===== src/rtl/accumulator_unit_pkg.sv =====
// accumulator_unit shared types
// widths, strobe bundle, AC-group arbitration
package accumulator_unit_pkg;

  localparam int WORD_W = 16;
  localparam int CHAR_W = 8;

  typedef struct packed {
    logic clr;
    logic inr;
    logic ld;
    logic op_and;
    logic op_add;
    logic op_dr;
    logic op_com;
    logic op_shr;
    logic op_shl;
    logic op_inpt;
    logic cle;
    logic cme;
  } ac_ctl_t;

  typedef enum logic [3:0] {
    OP_NONE,
    OP_CLR,
    OP_INR,
    OP_AND,
    OP_ADD,
    OP_DR,
    OP_COM,
    OP_SHR,
    OP_SHL,
    OP_INPT
  } ac_op_e;

  function automatic ac_op_e ac_pick(ac_ctl_t c);
    if (c.clr)                 return OP_CLR;
    if (c.inr)                 return OP_INR;
    if (!c.ld)                 return OP_NONE;
    if (c.op_and)              return OP_AND;
    if (c.op_add)              return OP_ADD;
    if (c.op_dr)               return OP_DR;
    if (c.op_com)              return OP_COM;
    if (c.op_shr)              return OP_SHR;
    if (c.op_shl)              return OP_SHL;
    if (c.op_inpt)             return OP_INPT;
    return OP_NONE;
  endfunction

endpackage


===== src/rtl/accumulator_unit_if.sv =====
// accumulator_unit device handshake
// character in / character out channels
interface accumulator_unit_if
  import accumulator_unit_pkg::*;
();

  logic              IN_VALID;
  logic              IN_READY;
  logic [CHAR_W-1:0] IN_DATA;
  logic              OUT_VALID;
  logic              OUT_ACK;
  logic [CHAR_W-1:0] OUT_DATA;

  modport slave (
    input  IN_VALID,
    input  IN_DATA,
    input  OUT_ACK,
    output IN_READY,
    output OUT_VALID,
    output OUT_DATA
  );

  modport master (
    output IN_VALID,
    output IN_DATA,
    output OUT_ACK,
    input  IN_READY,
    input  OUT_VALID,
    input  OUT_DATA
  );

endinterface


===== src/rtl/accumulator_unit_ac_alu.sv =====
// accumulator_unit next-state datapath
// arbitrates strobes, computes next {E, AC}
module ac_alu
  import accumulator_unit_pkg::*;
(
  input  ac_ctl_t           ctl,
  input  logic [WORD_W-1:0] ac,
  input  logic              e,
  input  logic [WORD_W-1:0] dr,
  input  logic [CHAR_W-1:0] inpr,
  output logic [WORD_W-1:0] ac_nxt,
  output logic              e_nxt,
  output logic              inpt_hit
);

  ac_op_e          op;
  logic [WORD_W:0] sum;

  // winner of AC arbitration drives AC; ADD/SHR/SHL also own E
  always_comb begin
    op       = ac_pick(ctl);
    sum      = {1'b0, ac} + {1'b0, dr};
    ac_nxt   = ac;
    e_nxt    = ctl.cle ? 1'b0 : (ctl.cme ? ~e : e);
    inpt_hit = 1'b0;
    unique case (op)
      OP_NONE: ac_nxt = ac;
      OP_CLR:  ac_nxt = '0;
      OP_INR:  ac_nxt = ac + 16'd1;
      OP_AND:  ac_nxt = ac & dr;
      OP_ADD: begin
        ac_nxt = sum[WORD_W-1:0];
        e_nxt  = sum[WORD_W];
      end
      OP_DR:   ac_nxt = dr;
      OP_COM:  ac_nxt = ~ac;
      OP_SHR: begin
        ac_nxt = {e, ac[WORD_W-1:1]};
        e_nxt  = ac[0];
      end
      OP_SHL: begin
        ac_nxt = {ac[WORD_W-2:0], e};
        e_nxt  = ac[WORD_W-1];
      end
      OP_INPT: begin
        ac_nxt   = {ac[WORD_W-1:CHAR_W], inpr};
        inpt_hit = 1'b1;
      end
      default: ac_nxt = ac;
    endcase
  end

endmodule


===== src/rtl/accumulator_unit.sv =====
// accumulator_unit top
// AC/E registers, INPR/OUTR and device flags
module accumulator_unit
  import accumulator_unit_pkg::*;
(
  input  logic              CLK,
  input  logic              RST_N,
  input  logic              AND,
  input  logic              ADD,
  input  logic              DR,
  input  logic              COM,
  input  logic              SHR,
  input  logic              SHL,
  input  logic              INPT,
  input  logic              LD,
  input  logic              INR,
  input  logic              CLR,
  input  logic              CLE,
  input  logic              CME,
  input  logic              OUT,
  input  logic [WORD_W-1:0] DR_IN,
  output logic [WORD_W-1:0] AC,
  output logic              E,
  output logic              AC_ZERO,
  output logic              AC_NEG,
  output logic              FGI,
  output logic              FGO,
  accumulator_unit_if.slave io
);

  ac_ctl_t           ctl;
  logic [WORD_W-1:0] ac_nxt;
  logic              e_nxt;
  logic              inpt_hit;
  logic [CHAR_W-1:0] inpr;
  logic [CHAR_W-1:0] outr;
  logic              capture;

  assign ctl = '{
    clr:     CLR,
    inr:     INR,
    ld:      LD,
    op_and:  AND,
    op_add:  ADD,
    op_dr:   DR,
    op_com:  COM,
    op_shr:  SHR,
    op_shl:  SHL,
    op_inpt: INPT,
    cle:     CLE,
    cme:     CME
  };

  ac_alu u_alu (
    .ctl      (ctl),
    .ac       (AC),
    .e        (E),
    .dr       (DR_IN),
    .inpr     (inpr),
    .ac_nxt   (ac_nxt),
    .e_nxt    (e_nxt),
    .inpt_hit (inpt_hit)
  );

  assign AC_ZERO      = (AC == '0);
  assign AC_NEG       = AC[WORD_W-1];
  assign io.IN_READY  = ~FGI;
  assign io.OUT_VALID = ~FGO;
  assign io.OUT_DATA  = outr;
  assign capture      = io.IN_VALID & ~FGI;

  // accumulator and carry flip-flop
  always_ff @(posedge CLK or negedge RST_N) begin
    if (!RST_N) begin
      AC <= '0;
      E  <= 1'b0;
    end else begin
      AC <= ac_nxt;
      E  <= e_nxt;
    end
  end

  // input register; a capture can only occur while FGI is clear
  always_ff @(posedge CLK or negedge RST_N) begin
    if (!RST_N) begin
      inpr <= '0;
      FGI  <= 1'b0;
    end else if (capture) begin
      inpr <= io.IN_DATA;
      FGI  <= 1'b1;
    end else if (inpt_hit) begin
      FGI  <= 1'b0;
    end
  end

  // output register; a fresh OUT beats a same-cycle ack
  always_ff @(posedge CLK or negedge RST_N) begin
    if (!RST_N) begin
      outr <= '0;
      FGO  <= 1'b1;
    end else if (OUT) begin
      outr <= AC[CHAR_W-1:0];
      FGO  <= 1'b0;
    end else if (io.OUT_ACK && !FGO) begin
      FGO  <= 1'b1;
    end
  end

endmodule


===== src/flat_wrapper.sv =====
// flat-port wrapper written by rule: the top's interface ports become plain ports
module accumulator_unit_flat import accumulator_unit_pkg::*;
  (CLK, RST_N, AND, ADD, DR, COM, SHR, SHL, INPT, LD, INR, CLR, CLE, CME, OUT, DR_IN, AC, E, AC_ZERO, AC_NEG, FGI, FGO, io_IN_VALID, io_IN_DATA, io_OUT_ACK, io_IN_READY, io_OUT_VALID, io_OUT_DATA);
  accumulator_unit_if io_i ();
  input  logic CLK;
  input  logic RST_N;
  input  logic AND;
  input  logic ADD;
  input  logic DR;
  input  logic COM;
  input  logic SHR;
  input  logic SHL;
  input  logic INPT;
  input  logic LD;
  input  logic INR;
  input  logic CLR;
  input  logic CLE;
  input  logic CME;
  input  logic OUT;
  input  logic [WORD_W-1:0] DR_IN;
  output logic [WORD_W-1:0] AC;
  output logic E;
  output logic AC_ZERO;
  output logic AC_NEG;
  output logic FGI;
  output logic FGO;
  input wire logic [$bits(io_i.IN_VALID)-1:0] io_IN_VALID;
  input wire logic [$bits(io_i.IN_DATA)-1:0] io_IN_DATA;
  input wire logic [$bits(io_i.OUT_ACK)-1:0] io_OUT_ACK;
  output wire logic [$bits(io_i.IN_READY)-1:0] io_IN_READY;
  output wire logic [$bits(io_i.OUT_VALID)-1:0] io_OUT_VALID;
  output wire logic [$bits(io_i.OUT_DATA)-1:0] io_OUT_DATA;
  assign io_i.IN_VALID = io_IN_VALID;
  assign io_i.IN_DATA = io_IN_DATA;
  assign io_i.OUT_ACK = io_OUT_ACK;
  assign io_IN_READY = io_i.IN_READY;
  assign io_OUT_VALID = io_i.OUT_VALID;
  assign io_OUT_DATA = io_i.OUT_DATA;
  accumulator_unit u_core (.CLK(CLK), .RST_N(RST_N), .AND(AND), .ADD(ADD), .DR(DR), .COM(COM), .SHR(SHR), .SHL(SHL), .INPT(INPT), .LD(LD), .INR(INR), .CLR(CLR), .CLE(CLE), .CME(CME), .OUT(OUT), .DR_IN(DR_IN), .AC(AC), .E(E), .AC_ZERO(AC_ZERO), .AC_NEG(AC_NEG), .FGI(FGI), .FGO(FGO), .io(io_i));
endmodule

===== config.mk =====
export PLATFORM = sky130hd
export DESIGN_NAME = accumulator_unit_flat
export DESIGN_NICKNAME = d
export VERILOG_FILES = /design/src/rtl/accumulator_unit_pkg.sv /design/src/rtl/accumulator_unit_if.sv /design/src/rtl/accumulator_unit_ac_alu.sv /design/src/rtl/accumulator_unit.sv /design/src/flat_wrapper.sv
export SDC_FILE = /design/constraint.sdc
export NUM_CORES = 1
export LEC_CHECK = 0
export ABC_CLOCK_PERIOD_IN_PS = 2500
export CORE_ASPECT_RATIO = 1.25
export CORE_MARGIN = 1.5
export CORE_UTILIZATION = 48
export CTS_BUF_LIST = sky130_fd_sc_hd__clkbuf_8
export CTS_CLUSTER_DIAMETER = 200
export DETAILED_ROUTE_END_ITERATION = 7
export GPL_ROUTABILITY_DRIVEN = 0
export PLACE_DENSITY_LB_ADDON = 0.15
export SLEW_MARGIN = 10
export SYNTH_ARGS = -nofsm -noshare
export SYNTH_HDL_FRONTEND = slang
export SYNTH_HIERARCHICAL = 1
export SYNTH_SLANG_ARGS = --single-unit

===== constraint.sdc =====
create_clock -name CLK -period 2.5 [get_ports CLK]
set_input_delay 0.25 -clock CLK [delete_from_list [all_inputs] [get_ports CLK]]
set_output_delay 0.25 -clock CLK [all_outputs]
set_load 0.01 [all_outputs]

==> run_results.csv, run 1 <==
group,metric,value,unit
outcome,status,"finished clean",
synth,synth.net_count,455,
routing,vias,4009,
cts,clk_pin_slew,0.08,ns
synth,yosysUniqueCellTypes,70,
place,io_buffers,71,
timing,rsz0062_at_grt,"no",
place,postPlaceCellArea,4560,um^2
critical_path,crit_type,"flop to flop",
pwr,ir_worst_vdd,0.283,mV
timing,finalSetupViolCount,0,
grt,grt.busiest_layer,"met2",
routing,drt_iter0_drc,469,
cts,cts_made_buffers,5,
synth,synth_cells,396,
critical_path,crit_required,2.69,ns
synth,syn_area_per_cell,8.50,um^2
grt,grt_pass1_wl,19500,um
grt,antenna_found_initial,0,
synth,yosysSeqAreaShare,26.0,%
pwr,design_power_total,0.00234,W
floorplan,die_w,77.9,um
synth,synth_top_area_share,25.3,%
critical_path,startpoint_type,"flop",
synth,synth_top_area_cell,"dfrtp_1",
critical_path,crit_fanout,4,
timing,slew_violations,0,
job,maxCapViolCount,0,
timing,hold_violations,0,
final_layout,nets,575,
timing,min_period,2.45,ns
place,place_ws,-0.231,ns
synth,synth_top_flop_cell,"dfrtp_1",
grt,grt.overflow.total,0,
cts,cts-root-buf,"clkbuf_8",
routing,remaining_drc_errors,0,
pwr,power_density,498,nW/um^2
grt,grt_max_degree,36,
routing,detailedRoute.firstPassIterationCount,6,
synth,yosys_warnings,6,
timing,slew-limit-headroom,65.3,%
cts,clockBufferDepth,2,
place,dp_hpwl,8940,um
cts,cts_hold_buf,0,
grt,grt_pass1_vias,3933,
final_layout,diodes,0,
timing,fin_skew,0.00717,ns
floorplan,pin_count,72,
floorplan,chipHeight,96.6,um
floorplan,rows,33,
grt,grt_use_met1,40.0,%
synth,synthesis.area,3370,um^2
routing,wl,12100,um
synth,synthTopCellsByArea,"dfrtp_1, ha_1, nor2_1",
final_layout,most-common-layout-cells,"clkdlybuf4s50_1, buf_4, nor2_1",
synth,synth_edf_count,0,
timing,tightest_slew,0.519,ns
routing,viasPerCell,6.64,
final_layout,stdcell_area,4700,um^2
synth,synthArstFlopShare,100,%
cts,clk-insertion-delay-late,0.30,ns
grt,grt_use_total,32.3,%
timing,finalCritPeriodShare,98.0,%
cts,cts_tree,"done",
cts,cts.sinks,35,
timing,clock.fmax,408,MHz
floorplan,dieArea,7530,um^2
final_layout,drive_above_1_share,21.3,%
cts,h-tree-depth,2,
floorplan,start_util,50.3,%
synth,synth-seq-cells,35,
critical_path,end_kind,"flop",
critical_path,critPathArrivalTime,2.64,ns
grt,use_met3,4.62,%
routing,ant_nets,0,
floorplan,core-area,6690,um^2
final_layout,syn_to_final_growth,39.5,%
worst_hold_path,hp-class,"input port to async pin",
grt,met2_usage,53.1,%
final_layout,final_common_cell,"clkdlybuf4s50_1",
timing,layout_setup_ws,0.0495,ns
routing,wire_per_inst,20.1,um
pwr,p_leak,2.00,nW
-- worst paths after layout --
path | from | endpoint | slack [ns] | cells after the start
min in group CLK | u_core/io.OUT_DATA[3] | u_core/io.OUT_DATA[3] | 0.52 | 1
max | u_core/AC[2] | u_core/AC[13] | 0.05 | 8
min | RST_N | u_core/AC[12] | 0.38 | 2
max in group asynchronous | RST_N | u_core/FGO | 1.76 | 2
max reg2reg | u_core/AC[2] | u_core/AC[13] | 0.05 | 8
min reg2reg | u_core/io.OUT_DATA[3] | u_core/io.OUT_DATA[3] | 0.52 | 1
-- layer usage --
| layer | vias to the layer above | routed length (um) | share of wire [%] |
|---|---|---|---|
| met5 | - | 0 | 0 |
| met2 | 288 | 5760 | 47 |
| met3 | 81 | 1240 | 10 |
| li1 | 1784 | - | - |
| met1 | 1856 | 4440 | 37 |
| met4 | 0 | 709 | 5.8 |
-- where the power goes --
part | switching (W) | internal (W) | total [W]
Sequential | 0.0000791 | 0.000639 | 0.000718
Combinational | 0.000536 | 0.000550 | 0.00109
Clock | 0.000236 | 0.000297 | 0.000534
Total | 0.000852 | 0.00149 | 0.00234
-- cells in the mapped netlist, drive strengths merged, types with 6 or more instances --
master and instances:
a211oi 7, a21oi 21, a221oi 8, a31oi 6
buf 9, clkbuf 15, dfrtp 34, ha 17
inv 13, mux2 18, nand2 26, nand3 13
nand4 8, nor2 34, nor3 10, nor4 9
o211ai 11, o21ai 22, xnor2 7, xor2 7
-- repair_timing --
action,CTS,global route
buffers inserted,0,0
endpoints found under the setup margin,0,5
gates resized for setup,0,5
-- flip-flops by register name, indices dropped and copies added, names as in the netlist --
register	count
u_core/E	1
u_core/FGO	1
u_core/io.OUT_DATA	8
u_core/inpr	8
u_core/FGI	1
u_core/AC	16
-- critical path, cell delays in order, from the launching register on --
cell and delay, ns:
dfrtp_1 0.40, ha_1 0.35, o21ai_0 0.39, o21a_1 0.22
nor3_1 0.11, o41ai_2 0.33, buf_4 0.18, mux2i_1 0.07
o31a_1 0.29
-- cell type report --
class / count / area (um^2)
multi-input cells: 323 / 2340
flip-flops and latches: 35 / 878
inverters: 14 / 53.8
clock inverters: 3 / 43.8
well taps: 87 / 109
clock buffers: 5 / 68.8
repair buffers: 137 / 1210
fillers: 565 / 1990
-- stage by stage --
| step | util [%] | TNS (ns) | hold WS, ns | cells |
|---|---|---|---|---|
| after CTS | 69.9 | 0 | 0.393 | 604 |
| after detailed placement | 68.2 | -1.27 | 0.498 | 596 |
| after floorplan | - | 0 | -0.0456 | 396 |
| after global placement | 68.2 | -0.930 | 0.485 | 596 |
| final | 70.2 | 0 | 0.376 | 604 |
| after global routing | 70.2 | 0 | 0.439 | 604 |
-- kinds of logic (layout without fill, tap and decap cells) --
logic type	after synthesis	in the layout	synth area share [%]
compound gates	129	129	27.7
xor+xnor	14	14	3.64
fa+ha+maj	18	18	6.91
buf+inv	38	159	5.28
flops	35	35	26.1
mux	21	21	7.80
simple gates	141	141	22.6
(Power assumes the default switching activity.)
==> run 2: changes to the inputs <==
--- a/config.mk
+++ b/config.mk
@@ -7,10 +7,10 @@
 export LEC_CHECK = 0
 export ABC_CLOCK_PERIOD_IN_PS = 2500
 export CORE_ASPECT_RATIO = 1.25
-export CORE_MARGIN = 1.5
 export CORE_UTILIZATION = 48
 export CTS_BUF_LIST = sky130_fd_sc_hd__clkbuf_8
 export CTS_CLUSTER_DIAMETER = 200
+export CTS_CLUSTER_SIZE = 12
 export DETAILED_ROUTE_END_ITERATION = 7
 export GPL_ROUTABILITY_DRIVEN = 0
 export PLACE_DENSITY_LB_ADDON = 0.15
==> run 2 against run 1 <==
  * Hold slack lost 0.0024 ns
  * Combinational power is essentially flat
  * Register-to-register slack gained 0.04 ns
==> run_results.csv, run 2 (synthesized netlist as in run 1, its figures left out) <==
group,metric,value,unit
routing,detailedRoute.firstPassIterationCount,7,
pwr,switching_power,0.000830,W
place,io_buffers,71,
critical_path,startpoint_type,"flop",
routing,wl_met3,940,um
cts,cts_tree,"done",
final_layout,fillers,581,
grt,antenna_found_initial,0,
routing,remaining_drc_errors,0,
final_layout,largest_reg_flops,16,
timing,clock.fmax,415,MHz
final_layout,most-common-layout-cells,"clkdlybuf4s50_1, buf_4, dfrtp_1, nor2_1, nand2_1",
critical_path,crit_required,2.69,ns
pwr,power_density,494,nW/um^2
timing,min_period,2.41,ns
pwr,internal_power,0.00148,W
routing,vias,3888,
final_layout,final_common_cell,"clkdlybuf4s50_1",
place,dp_hpwl,8760,um
cts,clockBufferDepth,2,
timing,rsz0062_at_grt,"yes",
final_layout,drive_above_1_share,20.7,%
routing,met2_length,5710,um
routing,ant_nets,0,
timing,finalCritPeriodShare,96.4,%
floorplan,dieArea,7360,um^2
cts,clk_pin_slew,0.08,ns
pwr,ir_worst_vdd,0.419,mV
outcome,status,"finished clean",
job,maxCapViolCount,0,
floorplan,start_util,50.3,%
floorplan,die_w,76.9,um
floorplan,rows,33,
timing,fin_skew,0.0119,ns
pwr,p_comb_share,46.3,%
critical_path,end_kind,"flop",
timing,finalSetupViolCount,0,
final_layout,nets,575,
floorplan,core-area,6690,um^2
routing,viasPerCell,6.44,
critical_path,critPathArrivalTime,2.60,ns
pwr,design_power_total,0.00231,W
floorplan,pin_count,72,
timing,fin_setup_tns,0,ns
timing,slew-limit-headroom,63.9,%
pwr,p_leak,2.00,nW
cts,cts-root-buf,"clkbuf_8",
grt,grt_pass1_vias,3890,
grt,grt_use_total,33.2,%
grt,grt.overflow.total,0,
cts,cts_made_buffers,5,
pwr,swShare,35.9,%
pwr,clkPwrFrac,23.0,%
cts,h-tree-depth,2,
routing,wl,11700,um
grt,grt_pass1_wl,19000,um
critical_path,crit_type,"flop to flop",
final_layout,final_util,70.1,%
timing,hold_violations,0,
routing,wl_met1,4480,um
final_layout,regMostFlops,"u_core/AC",
grt,grt_max_degree,36,
critical_path,crit_fanout,4,
timing,slew_violations,0,
timing,tightest_slew,0.527,ns
routing,wire_per_inst,19.3,um
routing,drt_iter0_drc,347,
final_layout,syn_to_final_growth,39.2,%
worst_hold_path,hp-class,"input port to async pin",
cts,clk-insertion-delay-late,0.30,ns
pwr,power_frac_seq,30.7,%
routing,top_layer,"met4",
final_layout,diodes,0,
floorplan,chipHeight,95.6,um
cts,cts.sinks,35,
[run 2: cell counts in the layout (fill, tap and decap cells not counted)]
No cell type changed its count.
[run 2: layer usage]
layer,up-vias,global-route usage [%]
met3,59,4.31
met4,0,18.3
met1,1841,39.0
met5,-,0
met2,208,58.9
li1,1780,-
[run 2: repair_timing]
| item | in CTS | in global routing |
|---|---|---|
| setup buffers | 0 | 0 |
| endpoints found under the setup margin | 0 | 4 |
| gates resized for setup | 0 | 3 |
| hold buffers | 0 | 0 |
[run 2: per-stage QoR]
stage | hold slack (ns) | setup WS [ns] | instance area, um^2 | cells
global route | 0.425 | -0.00638 | 4690 | 604
global placement | 0.485 | -0.195 | 4560 | 596
floorplan | -0.0456 | 0.00796 | 3370 | 396
finish | 0.374 | 0.0907 | 4690 | 604
detailed placement | 0.483 | -0.233 | 4560 | 596
CTS | 0.399 | 0.0414 | 4680 | 604
[run 2: area by class of cell]
cell class              instances  area, um^2  share of cell area (%)
clock buffers                   5        68.8                    1.47
clock inverters                 3        43.8                   0.934
inverters                      14        53.8                    1.15
multi-input cells             323        2330                    49.7
flip-flops and latches         35         877                    18.7
well taps                      87         109                    2.32
repair buffers                137        1210                    25.7
[run 2: critical path: stages, from the launching register on]
cell and delay (ns):
dfrtp_1 0.44, ha_1 0.33, a211oi_1 0.08, buf_4 0.15, o21a_1 0.22, nor3_1 0.42, o41ai_2 0.11, buf_4 0.15
mux2i_1 0.11, o31a_1 0.30
[run 2: path summary, 6_finish.rpt]
path	cells after the start	endpoint	from	slack, ns
max in group asynchronous	2	u_core/FGO	RST_N	1.76
worst min register to register	2	u_core/FGO	u_core/FGO	0.49
min in group CLK	3	u_core/FGO	io_OUT_ACK	0.49
worst min-delay path	2	u_core/E	RST_N	0.37
worst max register to register	9	u_core/AC[13]	u_core/AC[1]	0.09
worst max-delay path	9	u_core/AC[13]	u_core/AC[1]	0.09
[run 2: power groups by stage]
stage	clock network, W	registers (W)	logic, W
detailed placement	0	0.000723	0.00105
global placement	0	0.000722	0.00103
finish	0.000531	0.000712	0.00107
CTS	0.000532	0.000712	0.00106
floorplan	0	0.000754	0.000510
global route	0.000565	0.000723	0.00115
